## src/rtl/prog_bank_ctrl.sv

```systemverilog
// prog_bank_ctrl: P-ROM bank controller. Synchronises the 68K port write
// strobe, commits P2 bank writes, runs the game-select unlock sequence with
// a settle window, and forms the flash address and per-chip enables.
module prog_bank_ctrl #(
  parameter int          CHIPS       = 3,
  parameter int          CSEL_W      = 2,
  parameter int          CHIP_AW     = 26,
  parameter int          BANK_W      = 3,
  parameter int          SYNC_STAGES = 2,
  parameter int          SETTLE      = 4,
  parameter int          UNLOCK_TO   = 255,
  parameter logic [18:0] GSEL_ADDR   = 19'h607F7,
  localparam int         IX_W        = CHIP_AW + CSEL_W - 19
) (
  input  logic              CLK,
  input  logic              RESET,
  input  logic [19:1]       M68K_ADDR,
  input  logic [15:0]       M68K_DATA,
  input  logic              nPORTWEL,
  input  logic              nPORTOEL,
  input  logic              nPORTOEU,
  input  logic              nROMOE,
  input  logic [IX_W-1:0]   TBL_IX,
  input  logic [BANK_W-1:0] TBL_BANKS,
  output logic [CHIP_AW-1:0] P_ADDR,
  output logic [CHIPS-1:0]  P_nCE,
  output logic              P_nOE,
  output logic [7:0]        GSEL,
  output logic [BANK_W-1:0] P_BANK,
  output logic              BUSY
);

  localparam int HI_W = CHIP_AW - 19;
  localparam int TO_W = (UNLOCK_TO < 1) ? 1 : $clog2(UNLOCK_TO + 1);
  localparam int ST_W = (SETTLE < 1) ? 1 : $clog2(SETTLE + 1);

  typedef enum logic [1:0] {IDLE, K1, K2} unlock_t;

  logic [SYNC_STAGES-1:0] we_sync;
  logic                   we_prev;
  logic                   we_s;
  logic                   we_fall;
  logic                   we_rise;
  logic [18:0]            hold_addr;
  logic [7:0]             hold_data;
  logic                   is_gsel;
  logic                   gsel_commit;
  logic                   bank_commit;
  unlock_t                state_r;
  unlock_t                state_n;
  logic                   gsel_load;
  logic [TO_W-1:0]        to_cnt;
  logic [ST_W-1:0]        busy_cnt;
  logic [IX_W-1:0]        ix_r;
  logic [BANK_W-1:0]      banks_r;
  logic [IX_W-1:0]        offset;
  logic [IX_W-1:0]        sum;
  logic [CSEL_W-1:0]      csel;
  logic                   unused_data;

  assign unused_data = ^{M68K_DATA[15:8], 1'b0};

  assign we_s    = we_sync[SYNC_STAGES-1];
  assign we_fall = we_prev & ~we_s;
  assign we_rise = ~we_prev & we_s;

  // Write strobe synchroniser plus one delayed copy for edge detection.
  always_ff @(posedge CLK or posedge RESET) begin
    if (RESET) begin
      we_sync <= '1;
      we_prev <= 1'b1;
    end else begin
      we_sync[0] <= nPORTWEL;
      for (int i = 1; i < SYNC_STAGES; i++) we_sync[i] <= we_sync[i-1];
      we_prev <= we_s;
    end
  end

  // Holding register: the latest falling edge wins, so only the last write commits.
  always_ff @(posedge CLK or posedge RESET) begin
    if (RESET) begin
      hold_addr <= '0;
      hold_data <= '0;
    end else if (we_fall) begin
      hold_addr <= M68K_ADDR;
      hold_data <= M68K_DATA[7:0];
    end
  end

  assign is_gsel     = (hold_addr == GSEL_ADDR);
  assign gsel_commit = we_rise & is_gsel;
  assign bank_commit = we_rise & ~is_gsel;

  // Unlock sequence state register.
  always_ff @(posedge CLK or posedge RESET) begin
    if (RESET) state_r <= IDLE;
    else       state_r <= state_n;
  end

  // Unlock next-state: 0x5A, 0xA5, then any value loads GSEL; stalls time out.
  always_comb begin
    state_n   = state_r;
    gsel_load = 1'b0;
    if (gsel_commit) begin
      case (state_r)
        IDLE:    state_n = (hold_data == 8'h5A) ? K1 : IDLE;
        K1:      state_n = (hold_data == 8'hA5) ? K2 : IDLE;
        K2: begin
          state_n   = IDLE;
          gsel_load = 1'b1;
        end
        default: state_n = IDLE;
      endcase
    end else if (state_r != IDLE && to_cnt >= TO_W'(UNLOCK_TO)) begin
      state_n = IDLE;
    end
  end

  // Clocks since the last commit while part-way through the unlock sequence.
  always_ff @(posedge CLK or posedge RESET) begin
    if (RESET)                          to_cnt <= '0;
    else if (we_rise || state_r == IDLE) to_cnt <= '0;
    else if (to_cnt < TO_W'(UNLOCK_TO))  to_cnt <= to_cnt + 1'b1;
  end

  // GSEL load opens the settle window and resets the bank; other commits set the bank.
  always_ff @(posedge CLK or posedge RESET) begin
    if (RESET) begin
      GSEL     <= '0;
      P_BANK   <= '0;
      busy_cnt <= '0;
    end else if (gsel_load) begin
      GSEL     <= hold_data;
      P_BANK   <= '0;
      busy_cnt <= ST_W'(SETTLE);
    end else begin
      if (busy_cnt != '0) busy_cnt <= busy_cnt - 1'b1;
      if (bank_commit)
        P_BANK <= (hold_data[BANK_W-1:0] <= banks_r) ? hold_data[BANK_W-1:0] : '0;
    end
  end

  assign BUSY = (busy_cnt != '0);

  // Game table values track the lookup except while the settle window is open.
  always_ff @(posedge CLK or posedge RESET) begin
    if (RESET) begin
      ix_r    <= '0;
      banks_r <= '0;
    end else if (busy_cnt <= ST_W'(1)) begin
      ix_r    <= TBL_IX;
      banks_r <= TBL_BANKS;
    end
  end

  // Flash address: P1 reads use the base index, port reads add the bank offset.
  always_comb begin
    offset = nROMOE ? (IX_W'(P_BANK) + IX_W'(1)) : '0;
    sum    = ix_r + offset;
    csel   = sum[IX_W-1 -: CSEL_W];
    P_ADDR = {sum[HI_W-1:0], M68K_ADDR};
    P_nOE  = nROMOE & nPORTOEL & nPORTOEU;
  end

  // Chip enables: one-hot low on the selected chip, all high while settling.
  always_comb begin
    P_nCE = '1;
    for (int k = 0; k < CHIPS; k++)
      if (!BUSY && csel == CSEL_W'(k)) P_nCE[k] = 1'b0;
  end

endmodule

```

## config.mk

```make
export PLATFORM = sky130hd
export DESIGN_NAME = prog_bank_ctrl
export DESIGN_NICKNAME = d
export VERILOG_FILES = /design/src/rtl/prog_bank_ctrl.sv
export SDC_FILE = /design/constraint.sdc
export NUM_CORES = 1
export LEC_CHECK = 0
export CAP_MARGIN = 20
export CORE_MARGIN = 3
export CORE_UTILIZATION = 53
export CTS_BUF_LIST = sky130_fd_sc_hd__clkbuf_8
export DETAILED_ROUTE_END_ITERATION = 8
export PLACE_DENSITY = 0.86
export SETUP_SLACK_MARGIN = 0.02
export SLEW_MARGIN = 10
export SYNTH_ARGS = -nofsm -noshare
export SYNTH_HDL_FRONTEND = slang
export SYNTH_SLANG_ARGS = --single-unit
```

## constraint.sdc

```tcl
create_clock -name CLK -period 10.7 [get_ports CLK]
set_input_delay 3.21 -clock CLK [delete_from_list [all_inputs] [get_ports CLK]]
set_output_delay 3.21 -clock CLK [all_outputs]
set_load 0.02 [all_outputs]
```

==> run_results.csv <==
group,metric,value,unit
floorplanning,die_w,84.39,um
finish,final_nets,420,
global_routing,use_met1,25.53,%
sta,setup_slack,1496,ps
sta,fin_tns_setup,0,ps
clock_tree,tritoncts,"done",
clock_tree,clock_sinks,66,
power,power_density,148.0,mW/mm2
finish,num_antenna_cells,0,
yosys,yosys_warnings,0,
sta,clock-skew-final,6.199,ps
global_routing,grt_pass1_wl,11700,um
global_routing,grt-busiest-layer,"met2",
sta,setup-violations-final,0,
setup_path,cp.arrival,5990,ps
yosys,netlist_instances,281,
power,p_leak,0.001875,uW
floorplanning,start_util,57.05,%
detailed_routing,drtAntennaViolNets,0,
clock_tree,cts_buffer_depth,2,
global_routing,groute.layer.met2.usage,34.07,%
global_routing,grt_max_degree,67,
sta,slew_viol_final,0,
detailed_routing,finalWirelength,6635,um
detailed_routing,drt-initial-drc-count,93,
sta,fin_crit_sh,86.02,%
setup_path,crit_type,"input pin to output pin",
placement,place_congestion,0.7573,
detailed_routing,route.detailed.drc,0,
detailed_routing,dr.pass1.iters,4,
yosys,synthesis.area,0.003257,mm2
placement,port_buffers,86,
job,drv_cap,0,
setup_path,worst-path-max-fanout,5,
clock_tree,cts-root-buf,"clkbuf_8",
clock_tree,cts-buffers-inserted,9,
finish,stdcell_count,432,
setup_path,rr_worst_depth,4,
sta,slew_headroom,27.31,%
yosys,syn_area_per_cell,11.59,um2
clock_tree,hold_buffers,0,
finish,drive_gt1_share,18.89,%
setup_path,endpoint_kind,"output pin",
sta,fmax,108.6,MHz
sta,rsz0062_at_grt,"no",
yosys,synth_cell_types,40,
global_routing,antenna_found_initial,0,
detailed_routing,num_vias,2325,
power,power.total,631.9,uW
placement,dpl.hpwl,4831,um
placement,dp_cells,416,
floorplanning,dieHeight,84.39,um
power,ir_drop,0.1317,mV
setup_path,r2r_start,"hold_addr[11]",
placement,place_ws,1473,ps
clock_tree,clk_pin_slew,60,ps
floorplanning,num_rows,27,
status,status,"completed",
setup_path,critPathLaunch,"nROMOE",
detailed_routing,via_per_inst,5.382,
global_routing,use_met3,5.790,%
setup_path,cp-endpoint,"P_nCE[2]",
clock_tree,ctsHtreeMaxLevel,3,
global_routing,grt_pass1_vias,2517,
yosys,ys_seq_elements,66,
sta,period_needed,9204,ps
setup_path,r2r-end,"GSEL[1]",
global_routing,grt_overflow_total,0,
clock_tree,post_cts.repair.setup_buffers,0,
floorplanning,die_area,0.007122,mm2
floorplanning,io-pin-count,95,
clock_tree,clk_latency,340,ps
setup_path,r2r_slack,8550,ps
min_path,hold_depth,0,
setup_path,required,7490,ps
finish,syn_to_final_growth,31.12,%
floorplanning,core,0.005709,mm2
min_path,min_path_type,"register to register",
yosys,ys_seq_area_share,50.83,%
detailed_routing,wl_per_cell,15.36,um
sta,worst_pin_slew,1086,ps
sta,timing_hold_violations_final,0,
global_routing,track_usage,20.54,%
yosys,synth_nets,346,
clock_tree,cts_resized,0,
setup_path,cp-start-kind,"input pin",
[cell type report]
type | instances | area [um2]
fillers | 388 | 1439
clock buffers | 10 | 137.6
multi-input cells | 177 | 1383
inverters | 13 | 48.80
well taps | 72 | 90.09
repair buffers | 88 | 875.8
flip-flops and latches | 66 | 1655
clock inverters | 6 | 80.08
[metrics by stage]
stage | hold slack [ps] | util [%] | area, um2
2_1_floorplan | 345.2 | - | 3257
3_3_place_gp | 346.7 | 70.98 | 4053
3_5_place_dp | 346.8 | 70.98 | 4053
4_1_cts | 356.4 | 74.80 | 4270
5_1_grt | 359.4 | 74.80 | 4270
6_report | 355.4 | 74.80 | 4270
[cell families after synthesis]
logic type | share of synthesized area [%]
compound gates | 5.264
xor+xnor | 2.958
fa+ha+maj | 4.841
buf+inv | 6.800
flops | 50.83
mux | 15.06
simple gates | 14.25
[layer usage]
metal,wire length (um),part of all wire (%)
met1,2822,43
met2,3230,49
met3,437,6.6
met4,144,2.2
met5,0,0
[cells in the mapped netlist (all sizes together)]
library cell	instances	share of area, %
dfrtp	63	48
mux2	41	15
buf	20	4.7
nand2	19	2.2
nor2	14	1.6
inv	13	1.5
o21ai	13	2.0
ha	11	4.2
nand3	11	1.7
a21oi	8	1.2
xnor2	7	1.9
nand4	6	1.3
nor2b	6	1.2
clkbuf	5	0.58
nor3	5	0.77
xor2	4	1.1
a22o	3	0.81
and2	3	0.58
and3	3	0.58
dfstp	3	2.4
or3	3	0.58
and4	2	0.54
nand2b	2	0.38
nand4b	2	0.54
nor4b	2	0.54
or4	2	0.58
and2b	1	0.23
fa	1	0.61
mux2i	1	0.31
nor4	1	0.65
o211a	1	0.31
o21a	1	0.23
o21bai	1	0.23
o22ai	1	0.19
o2bb2ai	1	0.27
or4b	1	0.31
[power breakdown]
part           switching (uW)  total, uW  internal, uW
registers                17.4        288           270
clock network            91.4        227           136
logic                    51.5        117          65.6
[sequential cells by signal (all words and copies together), names as in the netlist]
| signal | cells |
|---|---|
| GSEL | 8 |
| busy_cnt | 3 |
| P_BANK | 3 |
| hold_data | 8 |
| state_r | 2 |
| to_cnt | 8 |
| we_prev | 1 |
| ix_r | 9 |
| banks_r | 3 |
| hold_addr | 19 |
| we_sync | 2 |
[cells in the final DEF, fill, tap and decap left out, types with 2 or more instances in the layout]
master / netlist / routed
clkdlybuf4s50_1: 0 / 86
dfrtp_1: 63 / 63
mux2_2: 36 / 36
nand2_1: 19 / 19
nor2_1: 14 / 14
o21ai_0: 13 / 13
inv_1: 13 / 12
nand3_1: 11 / 11
ha_1: 11 / 11
clkbuf_8: 0 / 10
a21oi_1: 8 / 8
xnor2_1: 7 / 7
nor2b_1: 6 / 5
nand4_1: 5 / 5
mux2_4: 5 / 5
nor3_1: 5 / 5
xor2_1: 4 / 4
clkinv_2: 0 / 4
and2_1: 3 / 3
and3_1: 3 / 3
a22o_1: 3 / 3
or3_1: 3 / 3
dfstp_2: 3 / 3
and4_1: 2 / 2
nand2b_1: 2 / 2
nand4b_1: 2 / 2
nor4b_1: 2 / 2
bufinv_16: 0 / 2
buf_4: 19 / 2
[worst max-delay path: stages]
cell and delay [ps]:
clkdlybuf4s50_1 540, nor2b_1 190, ha_1 220, inv_1 70
fa_1 410, nor2b_1 120, o21ai_0 110, a21oi_1 220
xnor2_1 180, nand2b_1 130, clkdlybuf4s50_1 590
[worst min-delay path by stage]
stage | from | end | slack, ps
floorplan | we_sync[0] | we_sync[1] | 350
global placement | we_sync[0] | we_sync[1] | 350
detailed placement | we_sync[0] | we_sync[1] | 350
CTS | we_sync[0] | we_sync[1] | 360
global route | we_sync[0] | we_sync[1] | 360
finish | we_sync[0] | we_sync[1] | 360
Note: power is estimated with default switching activity, not from simulation.
